**config.mk**
```make
export PLATFORM = sky130hd
export DESIGN_NAME = mem_ctrl
export DESIGN_NICKNAME = d
export VERILOG_FILES = /design/src/rtl/mem_ctrl.sv
export SDC_FILE = /design/constraint.sdc
export NUM_CORES = 1
export LEC_CHECK = 0
export CORE_MARGIN = 2
export CORE_UTILIZATION = 45
export CTS_CLUSTER_DIAMETER = 150
export DETAILED_ROUTE_END_ITERATION = 6
export DONT_BUFFER_PORTS = 1
export PLACE_DENSITY = 0.62
export SYNTH_ARGS = -nofsm -noshare
export SYNTH_HDL_FRONTEND = slang
export SYNTH_SLANG_ARGS = --single-unit
```
**constraint.sdc**
```tcl
create_clock -name clk -period 7.1 [get_ports clk]
set_input_delay 0.71 -clock clk [delete_from_list [all_inputs] [get_ports clk]]
set_output_delay 0.71 -clock clk [all_outputs]
set_load 0.01 [all_outputs]
```
**src/rtl/mem_ctrl.sv**
```systemverilog
`default_nettype none
// ============================================================================
// Module   : mem_ctrl
// Brief    : Shares one byte-wide RAM port between instruction fetch and
//            load/store. Arbitrates (MEM first), sequences 1/2/4-byte
//            little-endian accesses one byte per cycle, and raises per-stage
//            stall requests until each access completes.
// Revision : 1.0 - initial release
// ============================================================================
module mem_ctrl #(
    parameter int RAM_AW = 17
) (
    input  logic              clk,
    input  logic              rst,
    input  logic              if_req,
    input  logic [31:0]       if_addr,
    input  logic              if_flush,
    output logic [31:0]       if_data,
    output logic              if_done,
    output logic              if_stall_req,
    input  logic              mem_req,
    input  logic              mem_we,
    input  logic [1:0]        mem_size,
    input  logic [31:0]       mem_addr,
    input  logic [31:0]       mem_wdata,
    output logic [31:0]       mem_rdata,
    output logic              mem_done,
    output logic              mem_stall_req,
    output logic [RAM_AW-1:0] ram_addr,
    output logic [7:0]        ram_dout,
    output logic              ram_wr,
    input  logic [7:0]        ram_din
);

    localparam logic [1:0] c_IDLE = 2'd0;
    localparam logic [1:0] c_BUSY = 2'd1;
    localparam logic [1:0] c_DONE = 2'd2;

    logic [1:0]        r_state;
    logic [1:0]        w_state_next;
    logic              r_owner_mem;     // 1 = MEM owns the access, 0 = IF
    logic              r_we;
    logic [RAM_AW-1:0] r_addr;
    logic [2:0]        r_len;           // bytes in this access: 1, 2 or 4
    logic [1:0]        r_k;             // index of the byte currently on the RAM port
    logic [31:0]       r_wdata;
    logic [31:0]       r_buf;           // read bytes gathered so far

    logic              w_grant_mem;
    logic              w_grant_if;
    logic              w_last;
    logic              w_abort;
    logic [2:0]        w_mem_len;
    logic [1:0]        w_k_next;
    logic [RAM_AW-1:0] w_addr_next;
    logic [31:0]       w_result;
    logic              w_unused;

    // Upper address bits fall outside the RAM and are intentionally ignored.
    assign w_unused = ^{if_addr[31:RAM_AW], mem_addr[31:RAM_AW]};

    // State register.
    always_ff @(posedge clk or posedge rst) begin
        if (rst) begin
            r_state <= c_IDLE;
        end else begin
            r_state <= w_state_next;
        end
    end

    // Next-state: IDLE grants, BUSY runs N byte cycles (IF can be aborted), DONE is one cycle.
    always_comb begin
        w_state_next = r_state;
        case (r_state)
            c_IDLE: begin
                if (w_grant_mem || w_grant_if) begin
                    w_state_next = c_BUSY;
                end
            end
            c_BUSY: begin
                if (w_abort) begin
                    w_state_next = c_IDLE;
                end else if (w_last) begin
                    w_state_next = c_DONE;
                end
            end
            c_DONE:  w_state_next = c_IDLE;
            default: w_state_next = c_IDLE;
        endcase
    end

    // Output/decode: arbitration, byte sequencing helpers and combinational stall requests.
    always_comb begin
        w_grant_mem   = mem_req;
        w_grant_if    = if_req & ~if_flush & ~mem_req;
        w_abort       = ~r_owner_mem & if_flush;
        w_last        = (({1'b0, r_k} + 3'd1) == r_len);
        w_k_next      = r_k + 2'd1;
        w_addr_next   = r_addr + {{(RAM_AW-2){1'b0}}, w_k_next};
        case (mem_size)
            2'b00:   w_mem_len = 3'd1;
            2'b01:   w_mem_len = 3'd2;
            default: w_mem_len = 3'd4;
        endcase
        // The byte on ram_din belongs to the address driven during this cycle.
        w_result                     = r_buf;
        w_result[{r_k, 3'b000} +: 8] = ram_din;
        if_stall_req  = if_req & ~if_done;
        mem_stall_req = mem_req & ~mem_done;
    end

    // Datapath: latch the request on grant, step the RAM port each cycle, publish results on completion.
    always_ff @(posedge clk or posedge rst) begin
        if (rst) begin
            r_owner_mem <= 1'b0;
            r_we        <= 1'b0;
            r_addr      <= '0;
            r_len       <= 3'd0;
            r_k         <= 2'd0;
            r_wdata     <= 32'd0;
            r_buf       <= 32'd0;
            ram_addr    <= '0;
            ram_dout    <= 8'd0;
            ram_wr      <= 1'b0;
            if_data     <= 32'd0;
            mem_rdata   <= 32'd0;
            if_done     <= 1'b0;
            mem_done    <= 1'b0;
        end else begin
            if_done  <= 1'b0;
            mem_done <= 1'b0;
            case (r_state)
                c_IDLE: begin
                    if (w_grant_mem) begin
                        r_owner_mem <= 1'b1;
                        r_we        <= mem_we;
                        r_addr      <= mem_addr[RAM_AW-1:0];
                        r_len       <= w_mem_len;
                        r_k         <= 2'd0;
                        r_wdata     <= mem_wdata;
                        r_buf       <= 32'd0;
                        ram_addr    <= mem_addr[RAM_AW-1:0];
                        ram_dout    <= mem_wdata[7:0];
                        ram_wr      <= mem_we;
                    end else if (w_grant_if) begin
                        r_owner_mem <= 1'b0;
                        r_we        <= 1'b0;
                        r_addr      <= if_addr[RAM_AW-1:0];
                        r_len       <= 3'd4;
                        r_k         <= 2'd0;
                        r_wdata     <= 32'd0;
                        r_buf       <= 32'd0;
                        ram_addr    <= if_addr[RAM_AW-1:0];
                        ram_dout    <= 8'd0;
                        ram_wr      <= 1'b0;
                    end
                end
                c_BUSY: begin
                    if (w_abort) begin
                        ram_wr <= 1'b0;
                    end else if (w_last) begin
                        ram_wr <= 1'b0;
                        if (r_owner_mem) begin
                            mem_done <= 1'b1;
                            if (!r_we) begin
                                mem_rdata <= w_result;
                            end
                        end else begin
                            if_done <= 1'b1;
                            if_data <= w_result;
                        end
                    end else begin
                        r_buf    <= w_result;
                        r_k      <= w_k_next;
                        ram_addr <= w_addr_next;
                        ram_dout <= r_wdata[{w_k_next, 3'b000} +: 8];
                    end
                end
                default: begin
                end
            endcase
        end
    end

endmodule
`default_nettype wire

```
==> results of run 1 <==
area by class of cell:
class                      count  area, sq um  share of cell area
multi-input combinational    509         3238              0.3683
timing repair buffer           8        60.06            0.006832
clock buffer                  19        452.9             0.05152
sequential                   182         4554              0.5181
clock inverter                12        163.9             0.01865
tap                          229        286.5             0.03259
inverter                       8        35.03            0.003985
metrics by stage:
stage                     utilization  cells  instance area [sq um]  setup WS (ns)  power (W)
after global placement         0.4582    936                   8174          3.526   0.003062
after floorplan                     -    755                   8114          1.446   0.002813
after detailed placement       0.4582    936                   8174          3.346   0.003147
after CTS                      0.4927    967                   8791          3.359   0.004141
after global routing           0.4927    967                   8791          3.116   0.004396
final                          0.4927    967                   8791          3.446   0.004093
critical path: cells and delay by family, from the launching register on:
kind / cells / cell delay, ns
AO/OA/AOI/OAI: 3 / 0.70
flip-flops: 1 / 0.92
XOR/XNOR: 1 / 0.30
AND/OR/NAND/NOR: 1 / 0.24
adder cells (fa/ha/maj): 1 / 0.49
buffers and inverters: 3 / 0.93
state kept, by name, indices dropped and copies added (netlist names), 3 cells and up:
register,count
if_data,32
r_addr,17
ram_addr,17
ram_dout,8
r_len,3
r_wdata,32
r_buf,32
mem_rdata,32
cell usage after synthesis (2+ instances only):
cell type	number
a21o_1	3
a21oi_1	42
a22o_1	58
a31oi_1	9
a32o_1	8
and3_1	4
and4_1	2
buf_1	9
buf_2	8
buf_4	10
buf_6	6
clkbuf_1	21
clkbuf_2	2
dfrtp_1	182
ha_1	8
inv_1	7
mux2_2	2
mux2i_1	15
mux4_2	8
nand2_1	124
nand2b_1	2
nand3_1	13
nand4_1	4
nor2_1	24
nor2b_1	35
nor3_1	5
o211ai_1	2
o21ai_0	36
o21ai_1	54
o21ai_2	16
o31ai_1	4
or3_1	3
xnor2_1	7
xor2_1	9
metal layers:
layer	global-route usage	vias to the layer above
li1	-	2608
met1	0.2577	2703
met2	0.3273	187
met3	0.06062	31
met4	0.06874	0
met5	0	-
where the power goes:
group	internal, W	switching, W	total [W]
logic	0.000512	0.000758	0.00127
registers	0.00143	0.000404	0.00183
clock network	0.000579	0.000410	0.000989
total	0.00252	0.00157	0.00409
how the worst min path moves through the flow:
stage                                 startpoint                   endpoint  cells after the start
after floorplan            r_addr[0]$_DFFE_PP0P_      r_addr[0]$_DFFE_PP0P_                      2
after global placement    r_wdata[6]$_DFFE_PP0P_     r_wdata[6]$_DFFE_PP0P_                      1
after detailed placement    r_buf[5]$_DFFE_PP0P_       r_buf[5]$_DFFE_PP0P_                      1
after CTS                                    rst  mem_rdata[18]$_DFFE_PP0P_                      1
after global routing                         rst  mem_rdata[18]$_DFFE_PP0P_                      1
final                                        rst  mem_rdata[17]$_DFFE_PP0P_                      1
cell families after synthesis:
family | share of synthesized area
flops | 0.5613
mux | 0.04348
compound gates | 0.1886
simple gates | 0.1312
fa+ha+maj | 0.01480
buf+inv | 0.04133
xor+xnor | 0.01928
cell usage in the layout, fill, tap and decap left out, types with 2 or more instances in the layout:
master / synthesis / layout
a21o_1: 3 / 3
a21oi_1: 42 / 42
a22o_1: 58 / 58
a31oi_1: 9 / 9
a32o_1: 8 / 8
and3_1: 4 / 4
and4_1: 2 / 2
buf_4: 10 / 8
bufinv_16: 0 / 3
clkbuf_16: 0 / 17
clkbuf_8: 0 / 2
clkinv_2: 0 / 2
clkinv_4: 0 / 2
dfrtp_1: 182 / 182
ha_1: 8 / 8
inv_1: 7 / 6
inv_6: 0 / 5
mux2_2: 2 / 2
mux2i_1: 15 / 15
mux4_2: 8 / 8
nand2_1: 124 / 124
nand2b_1: 2 / 2
nand3_1: 13 / 13
nand4_1: 4 / 4
nor2_1: 24 / 24
nor2b_1: 35 / 35
nor3_1: 5 / 5
o211ai_1: 2 / 2
o21ai_0: 36 / 35
o21ai_1: 54 / 54
o21ai_2: 16 / 16
o31ai_1: 4 / 4
or3_2: 0 / 2
xnor2_1: 7 / 7
xor2_1: 9 / 9
==> reports/results.tsv, run 1 <==
metric	value	unit
syn nets	876	
Nets	847	
Crit Path Class	register to register	
clk slew on worst S/H paths	0.07	ns
Initial Utilization	0.4548	
Die H	138.3	microns
Placer Congestion	0.8058	
ANT nets after route	0	
drt drc	0	
Worst Hold Class	primary input to async pin	
Data arrival, critical path	4.01	ns
number of global-route vias before repair	5604	
CTS resizes	0	
M1 WL	7955	microns
R2R cell count	9	
Worst setup startpoint	r_k[0]$_DFFE_PP0P_	
Critical Path RT	7.46	ns
fmax	0.2737	GHz
GR Overflow Total	0	
Final Slew Violations	0	
postcts setup bufs	0	
top-area cell type share of the netlist area	0.5613	
Synth cell types	47	
cell count after synthesis	755	
top area cells in the synthesized netlist	dfrtp_1 (56%), a22o_1 (6.3%), nand2_1 (5.7%)	
worst-path fanout max	35	
crit path launch type	register	
Syn Area/Cell	10.75	sq um
Worst setup EP type	register	
Max Clock Skew	0.009013	ns
Die W	138.3	microns
final setup vio count	0	
Max IR drop VDD	0.1956	mV
post-synthesis sequential area ratio	0.5613	
synthesized cell area	0.008114	sq mm
layout cells sized above 1	0.1016	
Reg2Reg Capture Point	r_buf[20]$_DFFE_PP0P_	
n_diodes	0	
cts hold-fix bufs	0	
GRT Util Overall	0.2010	
CTS tree	built	
RSZ-0062 raised after global routing	false	
max-cap viol count	0	
Num CTS Buffers	17	
area grow syn2layout	8.342	%
met2 wire len	9094	microns
CP max stage delay	0.92	ns
Synth Register Bits	182	
setup TNS	0	ns
Post-synth EDFFs	0	
area leader, netlist	dfrtp_1	
final worst path period need	3.654	ns
CTS Buffer Depth	2	
slowest stage cell, crit path	dfrtp_1	
# IOs	206	
WL/cell	19.43	microns
async set-reset flop share out of synthesis	1.000	
HPWL after DPL	12750	microns
Final period util	0.5146	
via count	5529	
Top Layer Used	met4	
routed wl met3	1346	microns
largest net degree at the start of global routing	95	
Avg Vias per Cell	5.718	
final hold violation count	0	
Num Clock Sinks	182	
Register-to-Register Setup Slack	3.45	ns
Hold WS	0.2905	ns
Routed WL	18790	microns
P_leak	3.934	nW
Yosys warnings	0	
Core Region	0.01784	sq mm
root buffer cell	clkbuf_16	
worst r2r src	r_k[0]$_DFFE_PP0P_	
H-tree level count	4	
Least-Margin Pin Slew	1.084	ns
antenna violations before repair	0	
Initial DRC Count	297	
max_slew headroom	0.2775	
fillcell total	1570	
port buffer count	0	
row count	49	
status	complete, no violations	
worst skew pair latency	0.42	ns
DIE AREA	0.01912	sq mm
TritonRoute pass-1 iters	6	
Most used DFF post-synth	dfrtp_1	
worst path cell trace	inv_1 -> ha_1 -> xnor2_1 -> nand4_4 -> o21ai_2 -> buf_4 -> inv_2 -> o21ai_1 -> a22o_1	
Worst Setup EP	r_buf[20]$_DFFE_PP0P_	
global-route wire length before repair	30710	microns
power per cell area	465.6	mW/mm^2
No activity file was read; power rests on OpenSTA's default activity.
==> inputs of run 2 (changes only) <==
==> constraint.sdc (replaced) <==
create_clock -name clk -period 3.8 [get_ports clk]
set_input_delay 0.38 -clock clk [delete_from_list [all_inputs] [get_ports clk]]
set_output_delay 0.38 -clock clk [all_outputs]
set_load 0.01 [all_outputs]
==> reports/results.tsv, run 2 (synthesis gave the netlist of run 1 again) <==
metric	value	unit	change
Worst setup startpoint	r_k[0]$_DFFE_PP0P_		
Placer Congestion	0.7990		-0.84%
row count	49		unchanged
slowest stage cell, crit path	or3_2		
crit path launch type	register		
Data arrival, critical path	3.19	ns	-0.82 ns
CTS resizes	0		unchanged
Switching Fraction	0.3916		+0.007464
Die H	138.3	microns	unchanged
commonest non-fill, non-tap cell in the layout	dfrtp_1		
Place WS	0.8291	ns	-2.517 ns
CP max stage delay	0.94	ns	+0.02 ns
ANT nets after route	0		unchanged
Worst Hold Launch	mem_size[0]		
port buffer count	0		unchanged
sequential cell fraction of total power	0.442		-0.006
final worst path period need	2.921	ns	-0.7328 ns
worst r2r src	r_k[0]$_DFFE_PP0P_		
WL/cell	19.04	microns	-2.0%
Least-Margin Pin Slew	1.195	ns	+0.1111 ns
Initial Utilization	0.4548		unchanged
Initial DRC Count	308		+3.7%
max_slew headroom	0.2034		-0.07408
worst-path fanout max	65		+86%
worst path cell trace	inv_1 -> ha_1 -> xnor2_1 -> nand4_4 -> or3_2 -> nand2_1 -> o21ai_1		
max-cap viol count	0		unchanged
post-route setup slack	0.8792	ns	-2.567 ns
antenna violations before repair	0		unchanged
final setup vio count	0		unchanged
global-route wire length before repair	30500	microns	-0.69%
drt drc	0		unchanged
Max IR drop VDD	0.5190	mV	+170%
layout cells sized above 1	0.1065		+0.004843
# IOs	206		unchanged
Num Clock Sinks	182		unchanged
Avg Vias per Cell	5.684		-0.59%
n_diodes	0		unchanged
HPWL after DPL	12500	microns	-1.9%
Core Region	0.01784	sq mm	unchanged
Pint	0.004661	W	+85%
commonest cells after routing, fill and taps aside	dfrtp_1 (182), nand2_1 (124), a22o_1 (58)		
Final Slew Violations	0		unchanged
Critical Path RT	4.07	ns	-3.39 ns
fillcell total	1571		+0.064%
Area after DPL	0.008208	sq mm	+0.41%
GR Overflow Total	0		unchanged
CP delay by family, top	simple AND/OR/NAND/NOR gates		
CTS Buffer Depth	2		unchanged
worst skew pair latency	0.43	ns	about the same
part of the power in the clock network	0.239		-0.003
RSZ-0062 raised after global routing	false		
clk slew on worst S/H paths	0.07	ns	about the same
fin util	0.4948		+0.002034
Die W	138.3	microns	unchanged
Routed WL	18490	microns	-1.6%
power per cell area	867.8	mW/mm^2	+86%
Worst Hold Class	primary input to register		
area grow syn2layout	8.790	%	
Num CTS Buffers	17		unchanged
Critical path buffers and inverters	1		-2
Nets	850		+0.35%
fmax	0.3424	GHz	+25%
GRT Util Overall	0.1994		-0.001633
final hold violation count	0		unchanged
via count	5519		-0.18%
fin area	0.008827	sq mm	+0.41%
status	complete, no violations		
Final period util	0.7686		+0.2540
Worst setup EP type	register		
postcts setup bufs	0		unchanged
total net switching power	0.002999	W	+91%
root buffer cell	clkbuf_16		
cts hold-fix bufs	0		unchanged
P_leak	3.944	nW	+0.25%
largest net degree at the start of global routing	183		+93%
number of global-route vias before repair	5564		-0.71%
TritonRoute pass-1 iters	5		-1
Max Clock Skew	0.009394	ns	+0.0003812 ns
H-tree level count	4		unchanged
Hold WS	0.03811	ns	-0.2524 ns
CTS tree	built		
DIE AREA	0.01912	sq mm	unchanged
Combinational Power Share	0.319		+0.009
Crit Path Class	register to register		
setup TNS	0	ns	unchanged
## run 2: cell types whose count changed in the layout (fill, tap and decap cells not counted), moves of 2 or more
cell | previous run | this run
buf_4 | 8 | 10
clkinv_8 | 0 | 2
clkinvlp_4 | 0 | 2
inv_6 | 5 | 1
clkbuf_8 | 2 | 0
inv_8 | 1 | 4
clkinv_4 | 2 | 4
## run 2: final cells by class
class	instances	area (sq um)	area share
Clock buffer	17	425.4	0.04819
Tap cell	229	286.5	0.03246
Timing Repair Buffer	11	95.09	0.01077
Multi-Input combinational cell	509	3238	0.3668
Clock inverter	15	193.9	0.02197
Inverter	8	33.78	0.003827
Sequential cell	182	4554	0.5159
## run 2: final timing paths
| kind | end | slack [ns] | cells past startpoint |
|---|---|---|---|
| worst min register to register | r_buf[30]$_DFFE_PP0P_ | 0.49 | 1 |
| worst max-delay path | if_data[18]$_DFFE_PP0P_ | 0.88 | 7 |
| min in group asynchronous | ram_addr[4]$_DFFE_PP0P_ | 0.11 | 2 |
| worst max register to register | if_data[18]$_DFFE_PP0P_ | 0.88 | 7 |
| max in group asynchronous | r_wdata[21]$_DFFE_PP0P_ | 2.98 | 2 |
| worst min-delay path | r_len[0]$_DFFE_PP0P_ | 0.04 | 1 |
## run 2: worst register-to-register path: stages (launching register included)
cell,delay (ns)
dfrtp_1,0.38
inv_1,0.22
ha_1,0.33
xnor2_1,0.29
nand4_4,0.23
or3_2,0.94
nand2_1,0.29
o21ai_1,0.09
## run 2: power groups by stage
stage	sequential, W	combinational, W	clock, W
2_1_floorplan	0.00325	0.00201	0
3_3_place_gp	0.00338	0.00238	0
3_5_place_dp	0.00343	0.00249	0
4_1_cts	0.00340	0.00249	0.00187
5_1_grt	0.00349	0.00278	0.00196
6_report	0.00339	0.00244	0.00183
## run 2: through the flow
step,instances,power (W)
2_1_floorplan,755,0.005256
3_3_place_gp,939,0.005765
3_5_place_dp,939,0.005916
4_1_cts,971,0.007755
5_1_grt,971,0.008225
6_report,971,0.007660
## run 2: routing by layer
| metal | global-route usage | routed length (microns) | vias up |
|---|---|---|---|
| met4 | 0.06069 | 266 | 0 |
| met2 | 0.3267 | 9086 | 172 |
| li1 | - | - | 2608 |
| met5 | 0 | 0 | - |
| met1 | 0.2586 | 7878 | 2721 |
| met3 | 0.05750 | 1257 | 18 |
==> inputs of run 3 (changes only) <==
--- a/config.mk
+++ b/config.mk
@@ -10,7 +10,7 @@
 export CTS_CLUSTER_DIAMETER = 150
 export DETAILED_ROUTE_END_ITERATION = 6
 export DONT_BUFFER_PORTS = 1
-export PLACE_DENSITY = 0.62
+export PLACE_DENSITY = 0.64
 export SYNTH_ARGS = -nofsm -noshare
 export SYNTH_HDL_FRONTEND = slang
 export SYNTH_SLANG_ARGS = --single-unit
==> constraint.sdc (replaced) <==
create_clock -name clk -period 2.5 [get_ports clk]
set_input_delay 0.25 -clock clk [delete_from_list [all_inputs] [get_ports clk]]
set_output_delay 0.25 -clock clk [all_outputs]
set_load 0.01 [all_outputs]
==> reports/results.tsv, run 3 (synthesis gave the netlist of run 1 again) <==
metric	value	unit	change
status	complete, no violations		
Initial DRC Count	265		-14%
largest net degree at the start of global routing	119		-35%
crit path launch type	register		
WL/cell	19.23	microns	+0.97%
commonest cells after routing, fill and taps aside	dfrtp_1 (182), nand2_1 (124), a22o_1 (58)		
fmax	0.4385	GHz	+28%
Crit Path Class	register to register		
Critical Path RT	2.80	ns	-1.27 ns
HPWL after DPL	13030	microns	+4.2%
final worst path period need	2.281	ns	-0.6402 ns
Final Slew Violations	0		unchanged
drt drc	0		unchanged
final setup vio count	0		unchanged
Routed WL	19820	microns	+7.2%
Placer Congestion	0.8152		+2.0%
Worst Setup EP	if_data[18]$_DFFE_PP0P_		
Reg2Reg Capture Point	if_data[18]$_DFFE_PP0P_		
max_slew headroom	0.4541		+0.2508
port buffer count	0		unchanged
CTS Buffer Depth	2		unchanged
number of global-route vias before repair	5970		+7.3%
sequential cell fraction of total power	0.433		-0.009
row count	49		unchanged
GR Overflow Total	0		unchanged
# IOs	206		unchanged
Tot Pwr	0.01190	W	+55%
Combinational Power Share	0.329		+0.010
Initial Utilization	0.4548		unchanged
final hold violation count	0		unchanged
Die W	138.3	microns	unchanged
Die H	138.3	microns	unchanged
total net switching power	0.004586	W	+53%
Data arrival, critical path	2.58	ns	-0.61 ns
part of the power in the clock network	0.238		about the same
Worst Hold Class	primary input to register		
P_leak	4.213	nW	+6.8%
H-tree level count	4		unchanged
layout cells sized above 1	0.1172		+0.01074
via count	5816		+5.4%
Num CTS Buffers	17		unchanged
global-route wire length before repair	32600	microns	+6.9%
Nets	910		+7.1%
power per cell area	1260	mW/mm^2	+45%
postcts setup bufs	0		unchanged
worst r2r src	r_k[0]$_DFFE_PP0P_		
antenna violations before repair	0		unchanged
Avg Vias per Cell	5.641		-0.75%
ANT nets after route	0		unchanged
Max Clock Skew	0.008299	ns	-0.001095 ns
area grow syn2layout	16.42	%	
TritonRoute pass-1 iters	6		+1
Register-to-Register Setup Slack	0.22	ns	-0.66 ns
Num Clock Sinks	182		unchanged
max-cap viol count	0		unchanged
n_diodes	0		unchanged
Worst setup EP type	register		
RSZ-0062 raised after global routing	false		
Worst setup startpoint	r_k[0]$_DFFE_PP0P_		
worst skew pair latency	0.42	ns	about the same
worst-path fanout max	65		unchanged
Least-Margin Pin Slew	0.8157	ns	-0.3792 ns
fin util	0.5295		+0.03471
Core Region	0.01784	sq mm	unchanged
DIE AREA	0.01912	sq mm	unchanged
Max IR drop VDD	0.5031	mV	-3.1%
Switching Fraction	0.3854		-0.006151
clk slew on worst S/H paths	0.07	ns	about the same
CTS tree	built		
root buffer cell	clkbuf_16		
commonest non-fill, non-tap cell in the layout	dfrtp_1		
Final period util	0.9123		+0.1436
setup TNS	0	ns	unchanged
R2R cell count	8		+1
GRT Util Overall	0.2143		+0.01488
fillcell total	1536		-2.2%
Pint	0.007313	W	+57%
run 3: worst min-delay path by stage:
stage                            from                       to  slack [ns]  depth (start not counted)
after global placement            rst  ram_addr[0]$_DFFE_PP0P_        0.27                          2
after CTS                      mem_we       ram_wr$_DFFE_PP0P_      0.0007                          2
after floorplan           mem_size[0]     r_len[0]$_DFFE_PP0P_        0.35                          1
after global routing         if_flush   r_state[1]$_DFFE_PP0P_        0.02                          2
after detailed placement          rst  ram_addr[0]$_DFFE_PP0P_        0.28                          2
final                          mem_we       ram_wr$_DFFE_PP0P_        0.02                          2
run 3: per-stage QoR:
stage | std cells | setup WS, ns | cell area [sq um] | hold WS, ns
6_report | 1031 | 0.2194 | 9447 | 0.02121
3_3_place_gp | 952 | 0.2198 | 8343 | 0.2669
3_5_place_dp | 952 | 0.1337 | 8343 | 0.2780
2_1_floorplan | 755 | -0.08656 | 8118 | 0.3462
5_1_grt | 1031 | 0.009265 | 9447 | 0.02152
4_1_cts | 1031 | 0.1166 | 9434 | 0.0006952
run 3: layout make-up:
type | count | area [sq um] | area share
Clock buffer | 18 | 429.2 | 0.04543
Clock inverter | 14 | 191.4 | 0.02026
Inverter | 8 | 33.78 | 0.003576
Multi-Input combinational cell | 509 | 3251 | 0.3441
Sequential cell | 182 | 4554 | 0.4821
Tap cell | 229 | 286.5 | 0.03033
Timing Repair Buffer | 71 | 700.7 | 0.07417
run 3: critical path: stages (launching register included):
cell and delay [ns]:
dfrtp_1 0.38, buf_4 0.22, ha_1 0.24, xnor2_1 0.29
nand4_4 0.12, or3_2 0.46, buf_12 0.20, nand2_1 0.12
o21ai_1 0.07
run 3: power by group through the flow:
stage / clock (W) / combinational, W / sequential, W
2_1_floorplan: 0 / 0.00306 / 0.00493
3_3_place_gp: 0 / 0.00366 / 0.00515
3_5_place_dp: 0 / 0.00384 / 0.00521
4_1_cts: 0.00289 / 0.00394 / 0.00516
5_1_grt: 0.00299 / 0.00442 / 0.00530
6_report: 0.00283 / 0.00392 / 0.00515
run 3: what timing repair did:
action / in CTS / in global routing
gates resized for setup: 0 / 3
endpoints found under the setup margin: 0 / 18
hold endpoints to repair: 258 / 0
hold buffers: 47 / 0
run 3: metal layers:
metal / track usage / vias to the layer above / share of wire
met1: 0.2806 / 2851 / 0.43
li1: - / 2748 / -
met5: 0 / - / 0
met2: 0.3536 / 198 / 0.49
met3: 0.06062 / 19 / 0.066
met4: 0.05639 / 0 / 0.015
